==> src/rtl/key_filter.sv <==
// key_filter: push-button debouncer and event decoder.
// A two-flop synchronizer feeds a four-state filter FSM. A level change is
// accepted only after it has held for DEBOUNCE_CYC consecutive cycles.
// Accepted presses and releases produce one-cycle pulses. A long-press pulse
// fires once per press after LONG_CYC cycles of accepted hold. An 8-bit
// counter of accepted presses wraps from 255 to 0.
//
// Ports:
//   clk         system clock
//   rst         synchronous, active-high reset
//   key_in      raw asynchronous key pin
//   key_state   debounced level, 1 = pressed
//   key_press   one-cycle pulse when a press is accepted
//   key_release one-cycle pulse when a release is accepted
//   long_press  one-cycle pulse, at most once per accepted press
//   press_cnt   count of accepted presses, wraps 255 -> 0
module key_filter #(
  parameter int   DEBOUNCE_CYC = 1_000_000,
  parameter int   LONG_CYC     = 50_000_000,
  parameter logic KEY_ACTIVE   = 1'b0
) (
  input  logic       clk,
  input  logic       rst,
  input  logic       key_in,
  output logic       key_state,
  output logic       key_press,
  output logic       key_release,
  output logic       long_press,
  output logic [7:0] press_cnt
);

  localparam logic [25:0] DC_MAX = 26'(DEBOUNCE_CYC - 1);
  localparam logic [25:0] LC_MAX = 26'(LONG_CYC - 1);

  typedef enum logic [1:0] {
    IDLE,
    FILT_DN,
    DOWN,
    FILT_UP
  } state_t;

  state_t      r_state;
  state_t      w_state_nxt;
  logic        r_s1;
  logic        r_s2;
  logic [25:0] r_dcnt;
  logic [25:0] w_dcnt_nxt;
  logic [25:0] r_lcnt;
  logic [25:0] w_lcnt_nxt;
  logic        r_flag;
  logic        w_flag_nxt;
  logic        w_state_out_nxt;
  logic        w_press_nxt;
  logic        w_release_nxt;
  logic        w_long_nxt;
  logic [7:0]  w_cnt_nxt;
  logic        w_p;
  logic [25:0] w_lcnt_run;
  logic        w_long_hit;

  assign w_p        = (r_s2 == KEY_ACTIVE);
  // Hold counter saturates so the long-press compare stays true afterwards;
  // the flag keeps it from firing again.
  assign w_lcnt_run = (r_lcnt != LC_MAX) ? r_lcnt + 26'd1 : r_lcnt;
  assign w_long_hit = (r_lcnt == LC_MAX) && !r_flag;

  always_ff @(posedge clk) begin
    if (rst) begin
      r_s1        <= ~KEY_ACTIVE;
      r_s2        <= ~KEY_ACTIVE;
      r_state     <= IDLE;
      r_dcnt      <= '0;
      r_lcnt      <= '0;
      r_flag      <= 1'b0;
      key_state   <= 1'b0;
      key_press   <= 1'b0;
      key_release <= 1'b0;
      long_press  <= 1'b0;
      press_cnt   <= '0;
    end else begin
      r_s1        <= key_in;
      r_s2        <= r_s1;
      r_state     <= w_state_nxt;
      r_dcnt      <= w_dcnt_nxt;
      r_lcnt      <= w_lcnt_nxt;
      r_flag      <= w_flag_nxt;
      key_state   <= w_state_out_nxt;
      key_press   <= w_press_nxt;
      key_release <= w_release_nxt;
      long_press  <= w_long_nxt;
      press_cnt   <= w_cnt_nxt;
    end
  end

  always_comb begin
    w_state_nxt     = r_state;
    w_dcnt_nxt      = r_dcnt;
    w_lcnt_nxt      = r_lcnt;
    w_flag_nxt      = r_flag;
    w_state_out_nxt = key_state;
    w_press_nxt     = 1'b0;
    w_release_nxt   = 1'b0;
    w_long_nxt      = 1'b0;
    w_cnt_nxt       = press_cnt;

    case (r_state)
      IDLE: begin
        w_dcnt_nxt = '0;
        if (w_p) begin
          w_state_nxt = FILT_DN;
        end
      end

      FILT_DN: begin
        if (!w_p) begin
          w_state_nxt = IDLE;
          w_dcnt_nxt  = '0;
        end else if (r_dcnt == DC_MAX) begin
          w_state_nxt     = DOWN;
          w_press_nxt     = 1'b1;
          w_state_out_nxt = 1'b1;
          w_cnt_nxt       = press_cnt + 8'd1;
          w_dcnt_nxt      = '0;
          w_lcnt_nxt      = '0;
          w_flag_nxt      = 1'b0;
        end else begin
          w_dcnt_nxt = r_dcnt + 26'd1;
        end
      end

      DOWN: begin
        w_dcnt_nxt = '0;
        w_lcnt_nxt = w_lcnt_run;
        if (w_long_hit) begin
          w_long_nxt = 1'b1;
          w_flag_nxt = 1'b1;
        end
        if (!w_p) begin
          w_state_nxt = FILT_UP;
        end
      end

      FILT_UP: begin
        w_lcnt_nxt = w_lcnt_run;
        if (w_p) begin
          w_state_nxt = DOWN;
          w_dcnt_nxt  = '0;
        end else if (r_dcnt == DC_MAX) begin
          w_state_nxt     = IDLE;
          w_release_nxt   = 1'b1;
          w_state_out_nxt = 1'b0;
          w_dcnt_nxt      = '0;
        end else begin
          w_dcnt_nxt = r_dcnt + 26'd1;
        end
        // An accepted release wins over a long press landing on the same edge.
        if (w_long_hit && !w_release_nxt) begin
          w_long_nxt = 1'b1;
          w_flag_nxt = 1'b1;
        end
      end

      default: begin
        w_state_nxt = IDLE;
      end
    endcase
  end

endmodule

==> config.mk <==
export PLATFORM = sky130hd
export DESIGN_NAME = key_filter
export DESIGN_NICKNAME = d
export VERILOG_FILES = /design/src/rtl/key_filter.sv
export SDC_FILE = /design/constraint.sdc
export NUM_CORES = 1
export LEC_CHECK = 0
export ABC_AREA = 1
export CORE_ASPECT_RATIO = 0.8
export CORE_MARGIN = 2
export CORE_UTILIZATION = 65
export CTS_BUF_LIST = sky130_fd_sc_hd__clkbuf_8
export DETAILED_ROUTE_END_ITERATION = 12
export GPL_TIMING_DRIVEN = 0
export PLACE_DENSITY = 0.93
export SLEW_MARGIN = 20
export SYNTH_ARGS = -nofsm -noshare
export SYNTH_HDL_FRONTEND = slang
export SYNTH_SLANG_ARGS = --single-unit
==> constraint.sdc <==
create_clock -name clk -period 5.5 [get_ports clk]
set_clock_uncertainty 0.15 [all_clocks]
set_input_delay 1.1 -clock clk [delete_from_list [all_inputs] [get_ports clk]]
set_output_delay 1.1 -clock clk [all_outputs]
set_load 0.03 [all_outputs]
==> flow_metrics.py, run 1 <==
metrics = {
    "synthesis": {
        "synth_area_um2": 4020,
        "synthDominantCellAreaShare_pct": 34.3,
        "yosysTopAreaCell": "dfxtp_1",
        "yosys-top-cells-count": "163 x nand2_1, 114 x nor2_1, 69 x dfxtp_1",
        "synth_area_leaders": "dfxtp_1 34%, nand2_1 15%, nor2_1 11%, nand3_1 8.1%, inv_1 5.2%",
        "synth_ff_type": "dfxtp_1",
        "ys_warn_count": 0,
        "synth_edf_count": 0,
        "ys_ff_latch": 69,
        "avgSynthCellArea_um2": 6.40,
        "yosysMostFrequentCell": "nand2_1",
        "synth_cell_types": 37,
        "ys_seq_area_share_pct": 34.3,
        "syn_nets": 635,
        "syn_inst": 629,
        "ys_async_sr_fraction_pct": 0,
    },
    "worst_setup_path": {
        "worst_setup_path_end_kind": "primary output",
        "critPathLaunch": "press_cnt[2]",
        "r2r_end": "press_cnt[2]",
        "r2r_slack_ns": 3.24,
        "crit_required_ns": 4.25,
        "regToRegStartpoint": "r_dcnt[0]",
        "arrival_ns": 1.55,
        "path_delay_family": "buffers and inverters",
        "path_max_fanout": 6,
        "crit_slowest_cell": "clkdlybuf4s50_1",
        "critPathKind": "flip-flop to primary output",
        "crit_chain": "clkdlybuf4s50_1",
        "critical-path-max-stage-delay_ns": 0.72,
        "r2r_cells": 10,
        "crit_path_start_kind": "flip-flop",
        "cp_num_buf_inv": 1,
    },
    "floorplan": {
        "start_util_pct": 67.7,
        "core_region_area_um2": 5940,
        "die-area_um2": 6840,
        "die_x_um": 92.0,
        "die_y_um": 74.4,
        "ioPinCount": 15,
        "rows": 25,
    },
    "detailed_routing": {
        "vias": 4304,
        "routedWlPerCell_um": 15.2,
        "wl_um": 11200,
        "ant_nets": 0,
        "dr.first_iter.drc_count": 537,
        "drt-pass1-iter-count": 6,
        "viasPerCell": 5.82,
        "drc_errors": 0,
    },
    "global_route": {
        "grtUsageMet3_pct": 7.90,
        "grt_pass1_vias": 3840,
        "busiest_layer": "met2",
        "grt.total_usage_pct": 34.0,
        "grt_pass1_wl_um": 18500,
        "met2_usage_pct": 55.7,
        "gr-usage-met1_pct": 45.9,
        "antenna_found_initial": 0,
        "gr-total-overflow": 0,
        "grt_max_degree": 14,
    },
    "clock_tree": {
        "clkLatencyLatePin_ns": 0.36,
        "cts_sinks": 69,
        "clock-root-buffer": "clkbuf_8",
        "numCtsBuffers": 9,
        "path_clk_slew_ns": 0.08,
        "htreeDepth": 3,
        "post_cts_buffers": 0,
        "cts_hold_buf": 0,
        "cts_max_path_buffers": 2,
        "cts_tree": "yes",
        "post_cts_resized": 0,
    },
    "power": {
        "leakage_nw": 1.43,
        "peakVddDrop_v": 0.000169,
        "p_per_area_nw_per_um2": 224,
        "total_power_mw": 1.01,
    },
    "run": {
        "drv_cap": 0,
    },
    "timing": {
        "finalHoldViolCount": 0,
        "setup_viol": 0,
        "rsz0062_at_grt": "false",
        "drv_slew": 0,
        "min_period_ns": 2.80,
        "fmax_ghz": 0.357,
        "tightestPinTransition_ns": 0.559,
        "period_share_pct": 50.9,
        "whs_ns": 0.296,
        "slew_headroom_pct": 62.7,
        "setup_tns_ns": 0,
        "fin_ws_ns": 2.70,
    },
    "final_layout": {
        "layout.nets": 660,
        "area_delta_synth_final_pct": 11.8,
        "diodes": 0,
        "drive_gt1_share_pct": 8.04,
    },
    "placed_design": {
        "pre_cts_ws_ns": 2.59,
        "gp_congestion": 0.985,
        "dpl.hpwl_um": 7970,
        "portBuffers": 14,
    },
    "worst_hold_path": {
        "hp-start": "r_s1",
        "hold_class": "flip-flop to flip-flop",
        "holdPathStages": 1,
        "min_to": "r_s2",
    },
    "outcome": {
        "outcome": "finished clean",
    },
}
==> cell type report <==
| cell class | instances | area [um^2] |
|---|---|---|
| inverters | 61 | 230 |
| fillers | 453 | 1450 |
| plain buffers | 13 | 83.8 |
| multi-input cells | 486 | 2330 |
| flip-flops and latches | 69 | 1380 |
| repair buffers | 14 | 140 |
| clock inverters | 6 | 93.8 |
| well taps | 81 | 101 |
| clock buffers | 10 | 138 |
==> registers in the layout (all words and copies together) (netlist names), named ones only <==
signal and count:
r_flag 1, r_state 1, press_cnt 8, r_lcnt 26
key_release 1, key_state 1, r_dcnt 26, long_press 1
r_s1 1, key_press 1, r_s2 1
==> how the worst max path moves through the flow <==
stage                         to  slack (ns)  cells after the start
global placement       r_lcnt[2]        2.64                      7
global route        press_cnt[2]        2.68                      1
floorplan              r_lcnt[2]        3.46                      6
finish              press_cnt[2]        2.70                      1
CTS                 press_cnt[2]        2.71                      1
detailed placement     r_lcnt[2]        2.59                      7
==> layer usage <==
layer	vias up	share of wire, %
met4	0	1.5
met2	257	44
met5	-	0
li1	2093	-
met1	1924	43
met3	30	11
==> layout by cell type, fill, tap and decap left out, types with 2 or more instances in the layout <==
master           synthesis  routed
ha_1                     3       3
bufinv_16                0       2
nand2_1                163     163
nand2_2                  2       2
dfxtp_1                 69      69
xnor2_1                  6       6
inv_1                   56      56
a211oi_1                 2       2
a31oi_1                  2       2
clkbuf_8                 0      10
nor2_4                   2       2
clkbuf_1                 7       7
clkdlybuf4s50_1          0      14
nand2_4                  2       2
nand3b_1                 3       3
nand4_1                 16      16
o21ai_0                  7       7
a21oi_1                 41      41
buf_6                    4       4
nand3_2                  3       3
nor3_1                  18      18
nor4_1                   4       4
inv_6                    0       2
nor3_2                   5       5
nor2_1                 114     114
or2_2                    2       2
nand3_1                 65      65
nor3b_1                  4       4
inv_2                    3       3
nor2_2                   8       8
xor2_1                   8       8
==> metrics by stage <==
stage / instances / util, % / instance area, um^2
final: 740 / 75.7 / 4500
after global routing: 740 / 75.7 / 4500
after floorplan: 629 / - / 4020
after CTS: 740 / 75.7 / 4500
after detailed placement: 724 / 71.8 / 4270
after global placement: 724 / 71.8 / 4270
==> report_power, final <==
part           switching [mW]  internal (mW)
logic                  0.0123        0.00506
registers             0.00200          0.501
clock network           0.214          0.272
total                   0.229          0.777
==> cell families after synthesis <==
kind of cell / count (synthesis) / share of synthesized area, %
simple gates: 414 / 46.5
buf+inv: 74 / 7.80
flops: 69 / 34.3
compound gates: 55 / 7.34
xor+xnor: 14 / 3.05
fa+ha+maj: 3 / 0.933
Note: power is estimated with default switching activity, not from simulation.
==> inputs of run 2 (changes only) <==
--- a/config.mk
+++ b/config.mk
@@ -8,11 +8,11 @@
 export ABC_AREA = 1
 export CORE_ASPECT_RATIO = 0.8
 export CORE_MARGIN = 2
-export CORE_UTILIZATION = 65
+export CORE_UTILIZATION = 57
 export CTS_BUF_LIST = sky130_fd_sc_hd__clkbuf_8
 export DETAILED_ROUTE_END_ITERATION = 12
 export GPL_TIMING_DRIVEN = 0
-export PLACE_DENSITY = 0.93
+export PLACE_DENSITY = 0.87
 export SLEW_MARGIN = 20
 export SYNTH_ARGS = -nofsm -noshare
 export SYNTH_HDL_FRONTEND = slang
==> constraint.sdc (replaced) <==
create_clock -name clk -period 2.5 [get_ports clk]
set_clock_uncertainty 0.15 [all_clocks]
set_input_delay 0.5 -clock clk [delete_from_list [all_inputs] [get_ports clk]]
set_output_delay 0.5 -clock clk [all_outputs]
set_load 0.03 [all_outputs]
==> flow_metrics.py, run 2 (synthesized netlist as in run 1, its figures left out) <==
metrics = {
    "detailed_routing": {
        "viasPerCell": 5.69,
        "dr.first_iter.drc_count": 372,
        "wl_um": 10700,
        "drc_errors": 0,
        "drt-pass1-iter-count": 5,
        "ant_nets": 0,
        "routedWlPerCell_um": 14.4,
        "vias": 4238,
    },
    "timing": {
        "whs_ns": 0.283,
        "setup_viol": 0,
        "tightestPinTransition_ns": 0.553,
        "min_period_ns": 2.30,
        "slew_headroom_pct": 63.1,
        "fin_ws_ns": 0.201,
        "fmax_ghz": 0.435,
        "period_share_pct": 92.0,
        "drv_slew": 0,
        "finalHoldViolCount": 0,
        "setup_tns_ns": 0,
        "rsz0062_at_grt": "false",
    },
    "power": {
        "p_per_area_nw_per_um2": 469,
        "peakVddDrop_v": 0.000501,
        "leakage_nw": 1.42,
    },
    "final_layout": {
        "area_delta_synth_final_pct": 11.1,
        "n_fill_cell": 585,
        "final_cell_mix": "163 x nand2_1, 114 x nor2_1, 69 x dfxtp_1",
        "layout.nets": 660,
        "diodes": 0,
        "drive_gt1_share_pct": 7.90,
        "final_common_cell": "nand2_1",
        "largestRegisters": "r_dcnt (26), r_lcnt (26), press_cnt (8)",
    },
    "global_route": {
        "grt_max_degree": 13,
        "grt_pass1_vias": 3891,
        "antenna_found_initial": 0,
        "grt.total_usage_pct": 28.2,
        "grt_pass1_wl_um": 17800,
        "gr-total-overflow": 0,
    },
    "worst_hold_path": {
        "hold_class": "flip-flop to flip-flop",
    },
    "clock_tree": {
        "cts_tree": "yes",
        "cts_sinks": 69,
        "path_clk_slew_ns": 0.09,
        "clock-root-buffer": "clkbuf_8",
        "cts_hold_buf": 0,
        "cts_max_path_buffers": 2,
        "numCtsBuffers": 9,
        "post_cts_buffers": 0,
        "htreeDepth": 3,
        "post_cts_resized": 0,
        "clkLatencyLatePin_ns": 0.36,
    },
    "floorplan": {
        "rows": 27,
        "die_y_um": 79.2,
        "die_x_um": 97.9,
        "core_region_area_um2": 6860,
        "start_util_pct": 58.7,
        "die-area_um2": 7750,
        "ioPinCount": 15,
    },
    "run": {
        "drv_cap": 0,
    },
    "worst_setup_path": {
        "critical-path-max-stage-delay_ns": 0.50,
        "crit_path_start_kind": "flip-flop",
        "worst_setup_path_end_kind": "flip-flop",
        "critPathKind": "flip-flop to flip-flop",
        "path_delay_family": "simple AND/OR/NAND/NOR gates",
        "cp_num_buf_inv": 2,
        "critPathMostFrequentCell": "nand2_2",
        "arrival_ns": 2.42,
        "path_max_fanout": 10,
        "crit_chain": "ha_1 > nand3_2 > clkinv_2 > nand2_2 > nor2_2 > nand2_2 > nand2_4 > buf_6 > nand3_1 > a21oi_1",
        "crit_slowest_cell": "dfxtp_1",
        "crit_required_ns": 2.63,
    },
    "placed_design": {
        "pre_cts_ws_ns": 0.142,
        "portBuffers": 14,
        "dpl.hpwl_um": 7770,
        "gp_congestion": 1.01,
    },
    "outcome": {
        "outcome": "finished clean",
    },
}
==> run 2: changes by cell type in the layout (fill, tap and decap cells not counted) <==
| cell | change |
|---|---|
| clkinv_2 | +1 |
| inv_6 | -1 |
| bufinv_16 | -1 |
==> run 2: layout make-up <==
class	instances	area [um^2]	area share [%]
Timing Repair Buffer	14	140	3.13
Inverter	61	230	5.15
Sequential cell	69	1380	30.9
Clock buffer	10	138	3.08
Tap cell	87	109	2.43
Clock inverter	5	60.1	1.34
Buffer	13	83.8	1.88
Multi-Input combinational cell	486	2330	52.1
==> run 2: layer usage <==
metal	GRT usage, %	routed length, um	vias up
met5	0	0	-
li1	-	-	2096
met2	43.6	4500	209
met3	6.78	1070	31
met4	11.1	244	0
met1	38.3	4880	1902
==> run 2: path summary, 6_finish.rpt <==
kind / startpoint / endpoint / slack (ns) / cells after the start
worst max register to register: r_lcnt[0] / r_lcnt[5] / 0.20 / 10
worst min register to register: r_s1 / r_s2 / 0.28 / 1
worst min-delay path: r_s1 / r_s2 / 0.28 / 1
worst max-delay path: r_lcnt[0] / r_lcnt[5] / 0.20 / 10
==> run 2: worst register-to-register path: cells and delay by family, from the launching register on <==
family	cells	cell delay, ns
simple gates	6	0.67
flops	1	0.50
fa+ha+maj	1	0.38
buf+inv	2	0.30
compound gates	1	0.23
==> run 2: where the power goes <==
group | internal [mW] | total [mW] | switching (mW)
Clock | 0.486 | 0.952 | 0.466
Sequential | 1.10 | 1.11 | 0.00455
Combinational | 0.0111 | 0.0369 | 0.0258
==> run 2: through the flow <==
stage	cell area (um^2)	power [mW]	utilization, %	std cells
2_1_floorplan	4020	1.15	-	629
3_5_place_dp	4270	1.17	62.3	730
3_3_place_gp	4270	1.17	62.3	730
5_1_grt	4470	2.13	65.2	745
4_1_cts	4470	2.10	65.2	745
6_report	4470	2.09	65.2	745
